--- config.mk ---
export PLATFORM = sky130hd
export DESIGN_NAME = controle_escrita_ram
export DESIGN_NICKNAME = d
export VERILOG_FILES = /design/src/rtl/controle_escrita_ram.sv
export SDC_FILE = /design/constraint.sdc
export NUM_CORES = 1
export LEC_CHECK = 0
export CAP_MARGIN = 20
export CELL_PAD_IN_SITES_DETAIL_PLACEMENT = 0
export CELL_PAD_IN_SITES_GLOBAL_PLACEMENT = 1
export CORE_MARGIN = 4
export CORE_UTILIZATION = 36
export CTS_BUF_LIST = sky130_fd_sc_hd__clkbuf_4 sky130_fd_sc_hd__clkbuf_8 sky130_fd_sc_hd__clkbuf_16
export DETAILED_ROUTE_END_ITERATION = 10
export GPL_ROUTABILITY_DRIVEN = 0
export GPL_TIMING_DRIVEN = 0
export HOLD_SLACK_MARGIN = 0.06
export PLACE_DENSITY = 0.71
export SLEW_MARGIN = 20
export SYNTH_ARGS = -nofsm -noshare
export SYNTH_HDL_FRONTEND = slang
export SYNTH_SLANG_ARGS = --single-unit
--- constraint.sdc ---
create_clock -name CLOCK_50 -period 3.53 [get_ports CLOCK_50]
set_clock_uncertainty 0.05 [all_clocks]
set_input_delay 0.706 -clock CLOCK_50 [delete_from_list [all_inputs] [get_ports CLOCK_50]]
set_output_delay 0.706 -clock CLOCK_50 [all_outputs]
set_load 0.01 [all_outputs]
--- src/rtl/controle_escrita_ram.sv ---
// controle_escrita_ram
// Sole owner of the trail RAM write port. It serialises every write at one
// pixel per clock. After reset it clears the whole screen. From IDLE it
// either clears again on request or stamps a TAM_BLOCO x TAM_BLOCO block of
// one byte at a given top-left pixel.
//
// Ports
//   CLOCK_50        system clock, rising edge
//   reset_n         asynchronous active-low reset
//   limpar          clear request (level, sampled in IDLE, remembered in BLOCO)
//   bloco_req       block stamp request, held high until bloco_ack
//   bloco_x/_y      block top-left pixel coordinate
//   bloco_dado      byte written to every block pixel
//   bloco_ack       1-cycle pulse: block accepted, coincides with first write
//   pronto_limpeza  1-cycle pulse in the cycle after the last clear write
//   ocupado         high whenever the controller is not IDLE
//   wraddress/data/wren  registered RAM write port
module controle_escrita_ram #(
    parameter int LARGURA   = 640,
    parameter int ALTURA    = 480,
    parameter int TAM_BLOCO = 8,
    parameter int ADDR_W    = 19,
    parameter int DATA_W    = 8
) (
    input  logic              CLOCK_50,
    input  logic              reset_n,
    input  logic              limpar,
    input  logic              bloco_req,
    input  logic [9:0]        bloco_x,
    input  logic [9:0]        bloco_y,
    input  logic [DATA_W-1:0] bloco_dado,
    output logic              bloco_ack,
    output logic              pronto_limpeza,
    output logic              ocupado,
    output logic [ADDR_W-1:0] wraddress,
    output logic [DATA_W-1:0] data,
    output logic              wren
);

    localparam logic [1:0] IDLE  = 2'd0;
    localparam logic [1:0] LIMPA = 2'd1;
    localparam logic [1:0] BLOCO = 2'd2;

    localparam int              CW     = $clog2(TAM_BLOCO);
    localparam logic [ADDR_W-1:0] TOTAL  = ADDR_W'(LARGURA * ALTURA);
    localparam logic [ADDR_W-1:0] PASSO  = ADDR_W'(LARGURA);
    localparam logic [10:0]     LARG11 = 11'(LARGURA);
    localparam logic [10:0]     ALT11  = 11'(ALTURA);
    localparam logic [CW-1:0]   ULT    = CW'(TAM_BLOCO - 1);

    logic [1:0]        estado;
    logic [ADDR_W-1:0] cnt;       // next clear address
    logic [ADDR_W-1:0] base;      // (by + lin) * LARGURA of the slot on the bus
    logic [9:0]        bx, by;
    logic [CW-1:0]     lin, col;  // row/column of the slot currently on the bus
    logic              pend;      // clear requested while a block was running

    // y * LARGURA as a sum of shifted copies of y. The loop runs over the
    // bits of a constant, so only adders for the set bits of LARGURA remain.
    function automatic logic [ADDR_W-1:0] vezes_largura(input logic [9:0] v);
        logic [ADDR_W-1:0] acc;
        acc = '0;
        for (int i = 0; i < 11; i++)
            if (LARG11[i]) acc = acc + (ADDR_W'(v) << i);
        return acc;
    endfunction

    // Comparisons are done at 11 bits so x + c never wraps back on screen.
    function automatic logic dentro(input logic [9:0] x, input logic [9:0] y,
                                    input logic [CW-1:0] c, input logic [CW-1:0] r);
        return (({1'b0, x} + 11'(c)) < LARG11) && (({1'b0, y} + 11'(r)) < ALT11);
    endfunction

    logic [CW-1:0]     prox_col, prox_lin;
    logic [ADDR_W-1:0] prox_base, base_req;
    logic              fim_bloco;

    always_comb begin
        fim_bloco = (lin == ULT) && (col == ULT);
        prox_col  = col + CW'(1);
        prox_lin  = lin;
        prox_base = base;
        if (col == ULT) begin
            prox_col  = '0;
            prox_lin  = lin + CW'(1);
            prox_base = base + PASSO;
        end
        base_req = vezes_largura(bloco_y);
    end

    assign ocupado = (estado != IDLE);

    always_ff @(posedge CLOCK_50 or negedge reset_n) begin
        if (!reset_n) begin
            // Power-up clear starts at address 0 on the first edge after release.
            estado         <= LIMPA;
            cnt            <= '0;
            base           <= '0;
            bx             <= '0;
            by             <= '0;
            lin            <= '0;
            col            <= '0;
            pend           <= 1'b0;
            wren           <= 1'b0;
            wraddress      <= '0;
            data           <= '0;
            bloco_ack      <= 1'b0;
            pronto_limpeza <= 1'b0;
        end else begin
            bloco_ack      <= 1'b0;
            pronto_limpeza <= 1'b0;
            case (estado)
                IDLE: begin
                    wren <= 1'b0;
                    if (limpar) begin
                        estado <= LIMPA;
                        cnt    <= '0;
                    end else if (bloco_req) begin
                        // Slot 0 goes out together with the ack.
                        estado    <= BLOCO;
                        bloco_ack <= 1'b1;
                        bx        <= bloco_x;
                        by        <= bloco_y;
                        base      <= base_req;
                        lin       <= '0;
                        col       <= '0;
                        pend      <= 1'b0;
                        data      <= bloco_dado;
                        wraddress <= base_req + ADDR_W'(bloco_x);
                        wren      <= dentro(bloco_x, bloco_y, '0, '0);
                    end
                end
                LIMPA: begin
                    if (cnt == TOTAL) begin
                        estado         <= IDLE;
                        wren           <= 1'b0;
                        pronto_limpeza <= 1'b1;
                    end else begin
                        wren      <= 1'b1;
                        wraddress <= cnt;
                        data      <= '0;
                        cnt       <= cnt + ADDR_W'(1);
                    end
                end
                BLOCO: begin
                    if (fim_bloco) begin
                        pend <= 1'b0;
                        if (pend || limpar) begin
                            // Deferred clear: address 0 goes out right away.
                            estado    <= LIMPA;
                            wren      <= 1'b1;
                            wraddress <= '0;
                            data      <= '0;
                            cnt       <= ADDR_W'(1);
                        end else begin
                            estado <= IDLE;
                            wren   <= 1'b0;
                        end
                    end else begin
                        // Clipped slots still take their cycle, with wren low.
                        pend      <= pend | limpar;
                        lin       <= prox_lin;
                        col       <= prox_col;
                        base      <= prox_base;
                        wraddress <= prox_base + ADDR_W'(bx) + ADDR_W'(prox_col);
                        wren      <= dentro(bx, by, prox_col, prox_lin);
                    end
                end
                default: begin
                    estado <= IDLE;
                    wren   <= 1'b0;
                end
            endcase
        end
    end

endmodule

# Word-level counts from Yosys, hierarchy flattened
# Cells that the tools add are included.
[totals]
in_bits = 32
word_cells = 110
register_bits = 97
[classes]
muxes = 51
magnitude_cmp = 4
bitwise = 2
addsub = 10
n_reduce_logical = 15
eq_ne = 15
[op_table]
columns = ["operator", "count"]
rows = [
  ["two-way mux 19 bit", 13],
  ["case mux 19 bit (3 select lines)", 2],
  ["two-way mux 8 bit", 5],
  ["adder 19 x 10 -> 19 bit", 2],
  ["case mux 19 bit (2 select lines)", 1],
  ["case mux 8 bit (3 select lines)", 1],
  ["adder 10 x 3 -> 11 bit", 2],
  ["adder 17 x 19 -> 19 bit", 1],
  ["adder 19 x 1 -> 19 bit, second input constant", 1],
  ["adder 19 x 10 -> 19 bit, second input constant", 1],
  ["adder 19 x 3 -> 19 bit", 1],
  ["== test 19 bit, second input constant", 1],
  ["two-way mux 3 bit", 6],
  ["inequality test 2 bit, second input constant", 8],
  ["two-way mux 1 bit", 14],
  ["case mux 3 bit (2 select lines)", 2],
  ["< comparator 11 x 10 -> 1 bit, second input constant", 1],
  ["< comparator 11 x 9 -> 1 bit, second input constant", 1],
  ["< comparator 10 bit, second input constant", 1],
  ["< comparator 10 x 9 -> 1 bit, second input constant", 1],
  ["AND reduction 5 bit", 2],
  ["AND reduction 3 bit", 3],
  ["two-way mux 2 bit", 4],
  ["adder 3 x 1 -> 3 bit, second input constant", 2],
  ["16 further kinds", 21],
]

# Longest topological paths before layout
# Gate-level depths: netlist of the first run.
[depth]
word_depth = 7
ltp_mapped = 14
ltp_nobuf = 13

# Worst setup path after synthesis of the first run
# Ideal clock, no wire load.
[synth_path]
kind = "register to register"
start = "register col[0]"
end = "register wraddress[14]"
t_required_ns = 3.354
path_stages_with_launch = 14
path_buffers = 1
period_less_slack_ns = 3.475
arrival_time_ns = 3.299
setup_slack_ns = 0.055
setup_ns = 0.126
cell_sequence = "dfrtp_1 > ha_1 > and2_1 > clkbuf_1 > mux2_2 > ha_1 > ha_1 > nand2_1 > a211o_1 > a2111o_1 > or2_4 > nand3_1 > a21oi_2 > o32a_1"
[synth_via]
elab_chain_len = 6
[synth_rtl]
columns = ["item", "line_no", "text"]
rows = [
  ["from (decl)", "55", "logic [CW-1:0] lin, col;"],
  ["from (signal assigned)", "163", "col <= prox_col;"],
  ["== test 3 bit", "79, 83", ""],
  ["two-way mux 19 bit", "83", "if (col == ULT) begin"],
  ["adder 19 x 10 -> 19 bit", "165", "wraddress <= prox_base + ADDR_W'(bx) + ADDR_W'(prox_col);"],
  ["adder 19 x 3 -> 19 bit", "165", ""],
  ["two-way mux 19 bit", "146", "if (fim_bloco) begin"],
  ["case mux 19 bit (3 select lines)", "112", "case (estado)"],
  ["to (signal assigned)", "129", "wraddress <= base_req + ADDR_W'(bloco_x);"],
  ["to (signal assigned)", "140", "wraddress <= cnt;"],
  ["to (signal assigned)", "165", ""],
  ["to (decl)", "35", "output logic [ADDR_W-1:0] wraddress,"],
]
# Parallel ways exist; a longest one is shown, timed or not.
# A chain may end at the register's enable or synchronous reset.

# Worst setup path in the final report of the first run
[layout_path]
start = "register col[0]"
end = "register wraddress[11]"
# The elaborated chain is that of the path after synthesis.

==> results of run 1 <==
## worst paths after layout
kind	from	endpoint	cells past startpoint
worst max-delay path	col[0]	wraddress[11]	10
worst min-delay path	reset_n	wraddress[0]	1
worst max register to register	col[0]	wraddress[11]	10
worst min register to register	by[0]	by[0]	2
max in group asynchronous	reset_n	estado[0]	2
min in group CLOCK_50	by[0]	by[0]	2
## sequential cells by signal, indices dropped and copies added, names as in the netlist
signal,cells
base,12
bloco_ack,1
bx,10
by,10
cnt,19
col,3
data,8
estado,2
lin,3
pend,1
pronto_limpeza,1
wraddress,19
wren,1
## where the power goes
part | switching, mW | internal (mW) | total (mW)
logic | 0.148 | 0.109 | 0.257
clock network | 0.409 | 0.578 | 0.987
registers | 0 | 1.03 | 1.03
total | 0.557 | 1.72 | 2.28
## layout make-up
class | instances | area, um^2 | area share [%]
Buffer | 31 | 129 | 1.73
Inverter | 24 | 90.1 | 1.21
Clock inverter | 3 | 40.0 | 0.539
Sequential cell | 90 | 2250 | 30.3
Clock buffer | 12 | 254 | 3.42
Multi-Input combinational cell | 571 | 3690 | 49.7
Tap cell | 220 | 275 | 3.70
Timing Repair Buffer | 69 | 697 | 9.38
## cells in the final DEF, fill, tap and decap left out, types with 6 or more instances in the layout
cell type,instances
a21o_1,7
nor3_1,14
o22ai_1,13
o31ai_1,6
nor2_1,54
inv_1,24
or3_1,7
clkbuf_16,9
buf_2,10
a221oi_1,12
ha_1,36
and3_1,7
clkbuf_1,20
o21ai_0,53
nand4_1,9
nand3_1,23
buf_4,6
xnor2_1,26
dfrtp_1,88
a31oi_1,10
xor2_1,17
a21oi_1,37
nand2_1,136
clkdlybuf4s50_1,60
## routing by layer
| layer | vias to the layer above | global-route usage [%] | part of all wire, % |
|---|---|---|---|
| li1 | 2731 | - | - |
| met1 | 2667 | 27.2 | 47 |
| met2 | 118 | 31.9 | 48 |
| met3 | 25 | 2.43 | 3.5 |
| met4 | 0 | 7.35 | 2.3 |
| met5 | - | 0 | 0 |
## metrics by stage
step | cells | hold WS (ns) | power (mW)
final | 1020 | 0.223 | 2.28
after global routing | 1020 | 0.256 | 2.35
after CTS | 1017 | 0.233 | 2.28
after detailed placement | 1000 | 0.414 | 1.30
after global placement | 999 | 0.410 | 1.29
after floorplan | 717 | 0.360 | 1.18
## logic make-up (layout without fill, tap and decap cells)
family	count (synthesis)	after routing
compound gates	188	188
xor+xnor	44	44
fa+ha+maj	42	42
buf+inv	56	139
flops	90	90
mux	6	6
simple gates	291	291
## timing repair
| action | in CTS | in global routing |
|---|---|---|
| setup endpoints to repair | 9 | 6 |
| buffers inserted | 3 | 3 |
| pin swaps | 3 | 8 |
| hold buffers | 0 | 0 |
| gates resized for setup | 8 | 10 |
==> results.py, run 1 <==
metrics = {
    "outcome": {
        "run_status": "complete, no violations",
    },
    "critical_path": {
        "critPathTopFamily": "compound AO/OA/AOI/OAI gates",
        "cp-start-kind": "register",
        "crit_type": "register to register",
        "path_cells": "ha_1 -> xor2_1 -> ha_1 -> fa_1 -> a21o_1 -> nor4b_2 -> a2111oi_4 -> xor2_1 -> a222oi_1 -> o21ai_1",
        "critPathMaxFanout": 4,
        "cp.arrival_ns": 3.58,
        "critPathBufInv": 0,
        "crit_path_end_kind": "register",
        "cpMaxStageDelayCell": "a222oi_1",
        "max_stage_delay_ns": 0.52,
        "rrSetupSlack_ns": 0.12,
        "required_ns": 3.70,
    },
    "yosys": {
        "synthSimpleGateAreaFrac_pct": 22.1,
        "yosys-top-cells-count": "nand2_1 (137), dfrtp_1 (89), nor2_1 (54), o21ai_0 (53), ha_1 (39)",
        "synth_fa_ha_area_share_pct": 9.03,
        "syn-cell-area_mm2": 0.00607,
        "avgSynthCellArea_um2": 8.47,
        "yosysWarnings": 0,
        "syn_inst": 717,
        "synth_top_family_by_area": "simple AND/OR/NAND/NOR gates",
        "synthArstFlopShare_pct": 100,
        "synth_edf_count": 0,
        "yosys.area_share.xor_xnor_pct": 6.47,
        "synth_seq_cells": 90,
        "syn-num-nets": 791,
        "synthTopCellsByArea": "dfrtp_1 (37%), nand2_1 (8.5%), ha_1 (8.0%)",
        "muxShareOfSynthArea_pct": 1.07,
        "synth_cell_types": 71,
        "synth_ff_type": "dfrtp_1",
        "yosys.area.top_type_share_pct": 36.7,
        "synth_top_cell_by_area": "dfrtp_1",
        "yosysSeqAreaShare_pct": 37.1,
        "synth_compound_area_share_pct": 20.6,
        "synth_most_common_cell": "nand2_1",
    },
    "route": {
        "firstDrtPassIters": 4,
        "drc": 0,
        "vias_per_cell": 5.43,
        "antenna_left": 0,
        "wl_mm": 18.3,
        "routedWlPerCell_um": 18.0,
        "vias": 5541,
        "initialDrtViolationCount": 417,
    },
    "placement": {
        "postPlaceCellArea_mm2": 0.00700,
        "dp_hpwl_mm": 14.3,
        "place_ws_ns": -0.538,
        "numPortBuffers": 62,
    },
    "layout": {
        "drive_gt1_share_pct": 8.25,
        "syn_to_final_growth_pct": 22.4,
        "fillers": 1661,
        "final_core_util_pct": 44.8,
        "final_cell_area_mm2": 0.00743,
        "nNetsFinal": 870,
        "num_antenna_cells": 0,
    },
    "clock_tree": {
        "cts_made_buffers": 9,
        "h-tree-depth": 3,
        "cts.path.max_buffers": 2,
        "clk_pin_slew_ns": 0.06,
        "root_buffer": "clkbuf_16",
        "cts_tree": "yes",
        "clk_latency_ns": 0.36,
        "cts.sinks": 90,
    },
    "timing": {
        "final_max_slew_viol_count": 0,
        "timing.final.crit_share_pct": 96.5,
        "finalSetupViolCount": 0,
        "worst_slew_pin_slew_ns": 0.913,
        "max_freq_mhz": 294,
        "hold_violations": 0,
        "layout_setup_ws_ns": 0.124,
        "fin_setup_tns_ns": 0,
        "finalCriticalPeriod_ns": 3.41,
        "max-slew-margin-rel_pct": 38.8,
    },
    "floorplanning": {
        "core_mm2": 0.0166,
        "fp.dieArea_mm2": 0.0190,
        "die_h_um": 138,
        "initial_utilization_pct": 36.6,
        "rows": 47,
        "die_w_um": 138,
        "ios": 63,
    },
    "flow_run": {
        "max_cap_viol_count": 0,
    },
    "min_path": {
        "hold_path_class": "primary input to asynchronous set/reset pin",
    },
    "pwr": {
        "leakagePower_nw": 3.27,
        "power.density_mw_per_mm2": 306,
        "ir_worst_vdd_mv": 0.239,
    },
    "global_route": {
        "grt_max_degree": 48,
        "grt_overflow": 0,
        "grt_pass1_vias": 5350,
        "grt_use_total_pct": 19.7,
        "antenna_found_initial": 0,
        "grt_pass1_wl_mm": 29.0,
    },
}
Power figures use the tool's default switching activity.
==> inputs of run 2 (changes only) <==
- ABC_AREA: unset -> 0
- CAP_MARGIN: 20 -> 15
==> results of run 2 <==
Same layout as run 1: the final DEF is identical, and so are final timing and power.
